File: src/rtl/master_port.sv
// Serial bus master port: latches one device request, arbitrates for the bus and
// shifts address/data out (and read data in) one bit per beat. Optional stall timeout: MASTER_PORT_TIMEOUT_EN.
module master_port #(
  parameter int ADDR_W = 12,
  parameter int DATA_W = 8
) (
  input  logic              in_clk,
  input  logic              reset_n,
  input  logic              dev_req,
  input  logic              dev_write,
  input  logic [ADDR_W-1:0] dev_addr,
  input  logic [DATA_W-1:0] dev_wdata,
  output logic              dev_ready,
  output logic              dev_done,
  output logic [DATA_W-1:0] dev_rdata,
  output logic              dev_err,
  output logic              bus_req,
  input  logic              bus_grant,
  output logic              ser_out_valid_ready,
  input  logic              ser_in_valid_ready,
  output logic              out_addr,
  output logic              out_write,
  output logic              ser_wdata,
  input  logic              ser_rdata
);

  // state     | meaning
  // IDLE      | ready for a device request
  // ARB       | request latched, waiting for bus grant
  // ADDR      | sending low address bits (ADDR_W-DATA_W of them)
  // ADDR_DATA | write: sending high address bits with write data bits
  // ADDR_RD   | read: sending high address bits
  // RDATA     | read: receiving DATA_W data bits
  // DONE      | one-cycle completion pulse, bus released
  localparam int CNT_W = $clog2(ADDR_W + 1);
  localparam logic [CNT_W-1:0] LO_LAST   = CNT_W'(ADDR_W - DATA_W - 1);
  localparam logic [CNT_W-1:0] DATA_LAST = CNT_W'(DATA_W - 1);

  typedef enum logic [2:0] {IDLE, ARB, ADDR, ADDR_DATA, ADDR_RD, RDATA, DONE} state_t;

  state_t              state_q, state_d;
  logic [ADDR_W-1:0]   addr_q, addr_d;
  logic [DATA_W-1:0]   wdata_q, wdata_d;
  logic [DATA_W-1:0]   rdata_q, rdata_d;
  logic                write_q, write_d;
  logic [CNT_W-1:0]    cnt_q, cnt_d;
  logic                in_xfer, serial_ph, addr_ph, beat;
`ifdef MASTER_PORT_TIMEOUT_EN
  logic [7:0]          stall_q, stall_d;
  logic                err_q, err_d;
`endif

  assign in_xfer   = (state_q != IDLE) && (state_q != DONE);
  assign addr_ph   = (state_q == ADDR) || (state_q == ADDR_DATA) || (state_q == ADDR_RD);
  assign serial_ph = addr_ph || (state_q == RDATA);
  assign beat      = ser_out_valid_ready && ser_in_valid_ready;

  assign dev_ready           = (state_q == IDLE);
  assign dev_done            = (state_q == DONE);
  assign dev_rdata           = dev_done ? rdata_q : '0;
  assign bus_req             = in_xfer;
  assign ser_out_valid_ready = serial_ph && bus_grant;
  assign out_addr            = addr_ph && addr_q[0];
  assign out_write           = serial_ph && write_q;
  assign ser_wdata           = (state_q == ADDR_DATA) && wdata_q[0];
`ifdef MASTER_PORT_TIMEOUT_EN
  assign dev_err             = dev_done && err_q;
`else
  assign dev_err             = 1'b0;
`endif

  always_comb begin
    state_d = state_q;
    addr_d  = addr_q;
    wdata_d = wdata_q;
    rdata_d = rdata_q;
    write_d = write_q;
    cnt_d   = cnt_q;
`ifdef MASTER_PORT_TIMEOUT_EN
    stall_d = stall_q;
    err_d   = err_q;
`endif
    case (state_q)
      IDLE: if (dev_req) begin
        addr_d  = dev_addr;
        wdata_d = dev_wdata;
        write_d = dev_write;
        rdata_d = '0;
        state_d = ARB;
      end
      ARB: if (bus_grant) state_d = ADDR;
      ADDR: if (beat) begin
        addr_d = addr_q >> 1;
        cnt_d  = cnt_q + CNT_W'(1);
        if (cnt_q == LO_LAST) state_d = write_q ? ADDR_DATA : ADDR_RD;
      end
      ADDR_DATA: if (beat) begin
        addr_d  = addr_q >> 1;
        wdata_d = wdata_q >> 1;
        cnt_d   = cnt_q + CNT_W'(1);
        if (cnt_q == DATA_LAST) state_d = DONE;
      end
      ADDR_RD: if (beat) begin
        addr_d = addr_q >> 1;
        cnt_d  = cnt_q + CNT_W'(1);
        if (cnt_q == DATA_LAST) state_d = RDATA;
      end
      // first received bit ends up in rdata_q[0] after DATA_W shifts
      RDATA: if (beat) begin
        rdata_d = {ser_rdata, rdata_q[DATA_W-1:1]};
        cnt_d   = cnt_q + CNT_W'(1);
        if (cnt_q == DATA_LAST) state_d = DONE;
      end
      DONE:    state_d = IDLE;
      default: state_d = IDLE;
    endcase
`ifdef MASTER_PORT_TIMEOUT_EN
    if (state_q == IDLE) err_d = 1'b0;
    if (!in_xfer || beat || (state_d != state_q)) begin
      stall_d = '0;
    end else if (stall_q == 8'd254) begin
      stall_d = '0;
      err_d   = 1'b1;
      rdata_d = '0;
      state_d = DONE;
    end else begin
      stall_d = stall_q + 8'd1;
    end
`endif
    if (state_d != state_q) cnt_d = '0;
  end

  always_ff @(posedge in_clk or negedge reset_n) begin
    if (!reset_n) begin
      state_q <= IDLE;
      addr_q  <= '0;
      wdata_q <= '0;
      rdata_q <= '0;
      write_q <= 1'b0;
      cnt_q   <= '0;
`ifdef MASTER_PORT_TIMEOUT_EN
      stall_q <= '0;
      err_q   <= 1'b0;
`endif
    end else begin
      state_q <= state_d;
      addr_q  <= addr_d;
      wdata_q <= wdata_d;
      rdata_q <= rdata_d;
      write_q <= write_d;
      cnt_q   <= cnt_d;
`ifdef MASTER_PORT_TIMEOUT_EN
      stall_q <= stall_d;
      err_q   <= err_d;
`endif
    end
  end

endmodule
File: config.mk
export PLATFORM = sky130hd
export DESIGN_NAME = master_port
export DESIGN_NICKNAME = d
export VERILOG_FILES = /design/src/rtl/master_port.sv
export SDC_FILE = /design/constraint.sdc
export NUM_CORES = 1
export LEC_CHECK = 0
export BUFFER_PORTS_ARGS = -buffer_cell sky130_fd_sc_hd__buf_2
export CORE_MARGIN = 2
export CORE_UTILIZATION = 56
export CTS_BUF_LIST = sky130_fd_sc_hd__clkbuf_4
export CTS_CLUSTER_SIZE = 40
export DETAILED_ROUTE_END_ITERATION = 8
export PLACE_DENSITY = 0.9
export SETUP_SLACK_MARGIN = 0.4
export SYNTH_ARGS = -nofsm -noshare
export SYNTH_HDL_FRONTEND = slang
export SYNTH_SLANG_ARGS = --single-unit
File: constraint.sdc
create_clock -name in_clk -period 2.3 [get_ports in_clk]
set_input_delay 0 -clock in_clk [delete_from_list [all_inputs] [get_ports in_clk]]
set_output_delay 0 -clock in_clk [all_outputs]
set_load 0.03 [all_outputs]
==> out/metrics.yaml, run 1 <==
power:
  power_frac_clock_pct: 13.1
  pwr-share-comb_pct: 45.3
  p_int_w: 0.00152
  p_sw_w: 0.000918
  swShare_pct: 37.6
  pwr_density_cell_nw_per_um2: 973
  totalPowerFinal_w: 0.00244
  peakVddDrop_mv: 0.853
  p_seq_share_pct: 41.6
  power.leakage_nw: 1.23
worst_setup_path:
  crit_path_start_kind: "flop"
  reg2reg_slack_ns: 0.45
  crit_fanout: 4
  worstSetupEndpointType: "flop"
  cp_data_required_time_ns: 2.55
  r2r_end: "cnt_q[3]"
  critical_path_class: "flop to flop"
  cp_data_arrival_time_ns: 2.10
  rr_worst_depth: 5
  r2r-start: "cnt_q[1]"
place:
  dp_hpwl_um: 2900
  portBuffers: 41
  placed_area_sq_um: 2230
  pre_cts_slack_ns: 0.263
  gp_congestion: 0.877
sta:
  setup_violations: 0
  fmax_ghz: 0.540
  skew_ns: 0.00663
  setup_tns_ns: 0
  layout_min_cycle_time_ns: 1.85
  maxSlewViolCount: 0
  layout_worst_path_cycle_share_pct: 80.5
  layout_setup_ws_ns: 0.448
  rsz0062_at_grt: "true"
  hold_violations: 0
  worstMarginPinSlew_ns: 0.772
  slew_headroom_pct: 48.5
grt:
  grt_start_max_net_pins: 37
  grt.total_usage_pct: 23.7
  grt-ovfl-total: 0
  grt_pass1_vias: 1558
  antenna_found_initial: 0
  grt_first_pass_wirelength_um: 7310
route:
  drc: 0
  wl_met3_um: 264
  ant_nets: 0
  routed_wirelength_um: 4390
  wl_per_cell_um: 14.5
  drtIter0Drc: 86
  wl_met2_um: 2190
  wl_met1_um: 1850
  route.top_layer_used: "met4"
  firstDrtPassIters: 4
  vias_per_cell: 5.51
  num_vias: 1675
cells_and_area:
  antenna-diode-count: 0
  final_area_sq_um: 2510
  final_cell_mix: "buf_2, dfrtp_1, nand2_1, mux2_2, buf_4"
  drive_gt1_share_pct: 37.6
  final_util_pct: 73.9
  nets: 286
  fill_cells: 239
  final_common_cell: "buf_2"
  area_growth_pct: 25.6
synth:
  ys_seq_area_share_pct: 45.1
  syn-num-nets: 227
  synth_top_area_share_pct: 45.1
  syn_avg_cell_area_sq_um: 10.0
  yosysUniqueCellTypes: 45
  synth_area_leader_cell: "dfrtp_1"
  synth_cells: 199
  synth_area_sq_um: 2000
  yosys_warnings: 0
  ys_ff_latch: 36
  synth_area_leaders: "dfrtp_1, mux2_2, nand2_1, mux2i_1, o21ai_0"
hold_path:
  hold_class: "input pin to flop"
  hp-start: "dev_addr[10]"
  min_to: "addr_q[10]"
  holdPathStages: 3
run:
  maxCapViolCount: 0
clock_network:
  cts.clk_slew.worst_paths_ns: 0.10
  cts.sinks: 36
  cts_buffer_depth: 2
  clockRootBuffer: "clkbuf_4"
  worstSkewPairLatency_ns: 0.34
  numCtsBuffers: 5
  htree_num_levels: 2
  cts_tree: "yes"
floorplanning:
  start_util_pct: 58.9
  fp-row-count: 21
  core_sq_um: 3390
  die_w_um: 63.7
  dieArea_sq_um: 4060
  die-height_um: 63.7
  ios: 43
status:
  outcome: "finished, final reports clean"
==> state kept, by name, indices dropped and copies added, names as in the netlist <==
signal and count:
addr_q 12, cnt_q 4, rdata_q 8, state_q 3, wdata_q 8, write_q 1
==> critical path, cell delays in order (launching register included) <==
cell,delay [ns]
dfrtp_1,0.43
ha_4,0.18
and4b_2,0.26
and4b_4,0.20
o41a_1,0.47
a211oi_2,0.23
==> area by class of cell <==
type	count	area, sq um	area share, %
Clock buffer	6	45.0	1.80
Clock inverter	1	5.00	0.200
Inverter	2	7.51	0.300
Multi-Input combinational cell	146	1060	42.2
Sequential cell	36	905	36.1
Tap cell	46	57.6	2.30
Timing Repair Buffer	67	428	17.1
==> timing repair <==
item,in CTS,in global routing
hold buffers,11,0
setup buffers,0,8
resized for setup,4,9
pin swaps,0,6
hold endpoints to repair,46,0
setup endpoints to repair,12,36
==> stage by stage <==
| step | hold slack [ns] | cells |
|---|---|---|
| final | 0.00925 | 304 |
| after global routing | 0.000667 | 304 |
| after CTS | 0.00601 | 296 |
| after detailed placement | 0.127 | 278 |
| after global placement | 0.129 | 278 |
| after floorplan | -0.296 | 199 |
==> power groups by stage <==
| stage | registers [W] | clock network, W | logic, W |
|---|---|---|---|
| after floorplan | 0.000934 | 0 | 0.000848 |
| after global placement | 0.00101 | 0 | 0.000968 |
| after detailed placement | 0.00102 | 0 | 0.00101 |
| final | 0.00101 | 0.000320 | 0.00110 |
| after CTS | 0.00101 | 0.000326 | 0.00103 |
| after global routing | 0.00105 | 0.000360 | 0.00122 |
==> cells by family (layout without fill, tap and decap cells) <==
| logic type | count (synthesis) | count (layout) | share of synthesized area, % |
|---|---|---|---|
| adders and majority gates | 1 | 1 | 0.627 |
| other | 1 | 1 | 0.188 |
| AOI/OAI and AO/OA | 37 | 37 | 11.8 |
| and+or+nand+nor | 72 | 72 | 19.3 |
| DFF | 36 | 36 | 45.1 |
| buffers and inverters | 17 | 76 | 4.26 |
| muxes | 30 | 30 | 16.4 |
| xor gates and xnor gates | 5 | 5 | 2.19 |
==> worst max path at each step <==
stage / startpoint / cells past startpoint / slack [ns] / end
floorplan: state_q[1] / 4 / 0.53 / bus_req
global placement: state_q[0] / 3 / 0.38 / wdata_q[2]
detailed placement: state_q[0] / 3 / 0.26 / wdata_q[3]
CTS: state_q[1] / 6 / 0.42 / bus_req
global route: cnt_q[0] / 5 / 0.37 / cnt_q[3]
finish: cnt_q[1] / 5 / 0.45 / cnt_q[3]
==> synth_stat cells, drive strengths merged <==
master,n
dfrtp,36
nand2,31
mux2,22
o21ai,16
and3,10
buf,9
mux2i,8
clkbuf,6
and2,5
nand3,5
a211oi,4
xor2,4
a21oi,3
nand2b,3
nor2,3
nor2b,3
a21o,2
a31oi,2
and4b,2
inv,2
nand3b,2
nor3,2
nor4b,2
o211ai,2
a21boi,1
a22o,1
a22oi,1
a311oi,1
conb,1
ha,1
nand4,1
nor3b,1
nor4bb,1
o22ai,1
o311a,1
o32ai,1
o41a,1
or3,1
xnor2,1
==> routing by layer <==
layer	global-route usage [%]	vias to the layer above
li1	-	824
met1	30.8	794
met2	37.5	50
met3	6.61	7
met4	8.97	0
met5	0	-
(Power assumes the default switching activity.)
==> run 2: changes to the inputs <==
--- a/config.mk
+++ b/config.mk
@@ -5,6 +5,7 @@
 export SDC_FILE = /design/constraint.sdc
 export NUM_CORES = 1
 export LEC_CHECK = 0
+export ABC_AREA = 1
 export BUFFER_PORTS_ARGS = -buffer_cell sky130_fd_sc_hd__buf_2
 export CORE_MARGIN = 2
 export CORE_UTILIZATION = 56
==> constraint.sdc (replaced) <==
create_clock -name in_clk -period 1.75 [get_ports in_clk]
set_input_delay 0 -clock in_clk [delete_from_list [all_inputs] [get_ports in_clk]]
set_output_delay 0 -clock in_clk [all_outputs]
set_load 0.03 [all_outputs]
==> out/metrics.yaml, run 2 <==
cells_and_area:
  largestRegisters: "addr_q: 12 flops, rdata_q: 8 flops, wdata_q: 8 flops"  # unchanged
  area_growth_pct: 55.8  # was 25.6%
  nets: 362  # was 286
  fill_cells: 129  # was 239
  antenna-diode-count: 0  # unchanged
  largest_reg_flops: 12  # unchanged
  final_cell_mix: "nand2_1, inv_1, dfrtp_1, buf_2, dlygate4sd3_1"  # was buf_2, dfrtp_1, nand2_1, mux2_2, buf_4
  drive_gt1_share_pct: 38.8  # was 37.6%
  final_common_cell: "nand2_1"  # was buf_2
  finalNonFillerCells: 381  # was 304
  top_register: "addr_q"  # unchanged
  final_area_sq_um: 3030  # was 2510 sq um
clock_network:
  worstSkewPairLatency_ns: 0.37  # was 0.34 ns
  cts_tree: "yes"  # unchanged
  cts_buffer_depth: 2  # unchanged
  cts.sinks: 36  # unchanged
  cts.clk_slew.worst_paths_ns: 0.11  # was 0.10 ns
  numCtsBuffers: 5  # unchanged
  htree_num_levels: 2  # unchanged
  clockRootBuffer: "clkbuf_4"  # unchanged
worst_setup_path:
  cp_data_required_time_ns: 2.03  # was 2.55 ns
  crit_path_start_kind: "flop"  # unchanged
  critPathLaunch: "state_q[1]"  # was cnt_q[1]
  r2r-start: "state_q[1]"  # was cnt_q[1]
  critPathCapture: "addr_q[6]"  # was cnt_q[3]
  r2r_end: "addr_q[6]"  # was cnt_q[3]
  cp_data_arrival_time_ns: 2.11  # was 2.10 ns
  worstSetupEndpointType: "flop"  # unchanged
  reg2reg_slack_ns: -0.08  # was 0.45 ns
  rr_worst_depth: 5  # unchanged
  critical_path_class: "flop to flop"  # unchanged
  crit_fanout: 12  # was 4
synth:
  yosysUniqueCellTypes: 29  # was 45
  yosys_warnings: 0  # unchanged
  syn_avg_cell_area_sq_um: 7.96  # was 10.0 sq um
  ys_ff_latch: 36  # unchanged
  yosysMostFrequentCell: "nand2_1"  # was dfrtp_1
  synth_edf_count: 0  # unchanged
  synthArstFlopShare_pct: 100  # unchanged
  synthFlopType: "dfrtp_1"  # unchanged
  synth_top_area_share_pct: 46.4  # was 45.1%
  syn-num-nets: 272  # was 227
  ys_seq_area_share_pct: 46.4  # was 45.1%
  synth_commonest_cells: "nand2_1, dfrtp_1, inv_1, nor2_1, o21ai_0"  # was dfrtp_1, nand2_1, mux2_2, o21ai_0, and3_1
  synth_area_sq_um: 1940  # was 2000 sq um
  synth_area_leader_cell: "dfrtp_1"  # unchanged
  synth_area_leaders: "dfrtp_1, nand2_1, inv_1, o21ai_0, nor2_1"  # was dfrtp_1, mux2_2, nand2_1, mux2i_1, o21ai_0
  synth_cells: 244  # was 199
route:
  num_vias: 2211  # was 1,675
  firstDrtPassIters: 5  # was 4
  drtIter0Drc: 205  # was 86
  wl_per_cell_um: 18.6  # was 14.5 um
  drc: 0  # unchanged
  ant_nets: 0  # unchanged
  vias_per_cell: 5.80  # was 5.51
  routed_wirelength_um: 7090  # was 4390 um
hold_path:
  hold_class: "input pin to flop"  # unchanged
grt:
  grt_first_pass_wirelength_um: 8770  # was 7310 um
  grt_start_max_net_pins: 37  # unchanged
  grt.total_usage_pct: 29.0  # was 23.7%
  grt_pass1_vias: 1920  # was 1,558
  antenna_found_initial: 0  # unchanged
  grt-ovfl-total: 0  # unchanged
floorplanning:
  dieArea_sq_um: 3950  # was 4060 sq um
  fp-row-count: 21  # unchanged
  ios: 43  # unchanged
  die_w_um: 62.9  # was 63.7 um
  die-height_um: 62.9  # was 63.7 um
  start_util_pct: 58.2  # was 58.9%
  core_sq_um: 3340  # was 3390 sq um
sta:
  layout_setup_ws_ns: -0.0834  # was 0.448 ns
  hold_violations: 0  # unchanged
  maxSlewViolCount: 0  # unchanged
  rsz0062_at_grt: "true"  # unchanged
  layout_min_cycle_time_ns: 1.83  # was 1.85 ns
  slew_headroom_pct: 58.7  # was 48.5%
  layout_worst_path_cycle_share_pct: 105  # was 80.5%
  fmax_ghz: 0.545  # was 0.540 GHz
  worstMarginPinSlew_ns: 0.619  # was 0.772 ns
  setup_tns_ns: -0.798  # was 0 ns
  skew_ns: 0.00887  # was 0.00663 ns
  setup_violations: 21  # was 0
place:
  dp_cells: 332  # was 278
  gp_congestion: 0.796  # was 0.877
  placed_area_sq_um: 2290  # was 2230 sq um
  dp_hpwl_um: 2880  # was 2900 um
  portBuffers: 41  # unchanged
status:
  outcome: "complete, but fails checks"  # was finished, final reports clean
  violations: "setup timing"
power:
  pwr_density_cell_nw_per_um2: 1380  # was 973 nW/um^2
  peakVddDrop_mv: 0.909  # was 0.853 mV
  power.leakage_nw: 1.41  # was 1.23 nW
run:
  maxCapViolCount: 0  # unchanged
run 2: how the worst min path moves through the flow:
stage                       start    endpoint  slack [ns]  cells after the start
6_report       ser_in_valid_ready  state_q[2]        0.02                      3
5_1_grt        ser_in_valid_ready  state_q[2]        0.03                      3
4_1_cts                 bus_grant  state_q[1]        0.02                      3
3_5_place_dp              reset_n  rdata_q[0]        0.06                      2
3_3_place_gp              reset_n  rdata_q[1]        0.06                      2
2_1_floorplan             reset_n   addr_q[0]       -0.30                      0
run 2: final cells by class:
class | instances | area, sq um | area share (%)
clock buffer | 5 | 37.5 | 1.24
clock inverter | 3 | 18.8 | 0.620
inverter | 43 | 175 | 5.79
multi-input combinational | 158 | 1070 | 35.3
sequential | 36 | 903 | 29.9
tap | 46 | 57.6 | 1.90
timing repair buffer | 90 | 766 | 25.3
run 2: cells by family after synthesis:
group | count (synthesis) | synth area share [%]
simple gates | 96 | 22.6
compound gates | 54 | 16.8
buf+inv | 51 | 11.1
flops | 36 | 46.4
xor+xnor | 5 | 2.26
fa+ha+maj | 1 | 0.644
other cells | 1 | 0.193
run 2: per-layer routing:
| metal | track usage [%] | up-vias | share of wire [%] |
|---|---|---|---|
| met1 | 34.5 | 1056 | 36 |
| met2 | 49.7 | 156 | 50 |
| met5 | 0 | - | 0 |
| li1 | - | 961 | - |
| met4 | 11.9 | 0 | 5.6 |
| met3 | 7.21 | 38 | 8.3 |
run 2: power breakdown:
| group | switching (W) | internal (W) |
|---|---|---|
| Combinational | 0.00157 | 0.000897 |
| Sequential | 0.000138 | 0.00110 |
| Clock | 0.000313 | 0.000154 |
run 2: worst max-delay path: stages (launching register included):
cell	delay, ns
dfrtp_2	0.50
inv_2	0.17
nand2_4	0.11
o311ai_2	0.54
a21oi_4	0.16
o21ai_1	0.25
run 2: stage by stage:
stage,utilization (%),setup WS (ns),hold WS (ns),total power (W)
after detailed placement,68.5,-0.0601,0.0599,0.00291
final,90.7,-0.0834,0.0247,0.00417
after global placement,68.5,0.0217,0.0596,0.00284
after floorplan,-,0.192,-0.296,0.00258
after global routing,90.7,-0.155,0.0286,0.00437
after CTS,83.8,0.00642,0.0232,0.00362
run 2: what timing repair did:
| action | in CTS | in global routing |
|---|---|---|
| hold buffers | 24 | 0 |
| endpoints found under the setup margin | 50 | 51 |
| cloned | 0 | 1 |
| gates resized for setup | 37 | 44 |
| setup buffers | 10 | 6 |
| pin swaps | 13 | 14 |
| endpoints found under the hold margin | 58 | 0 |
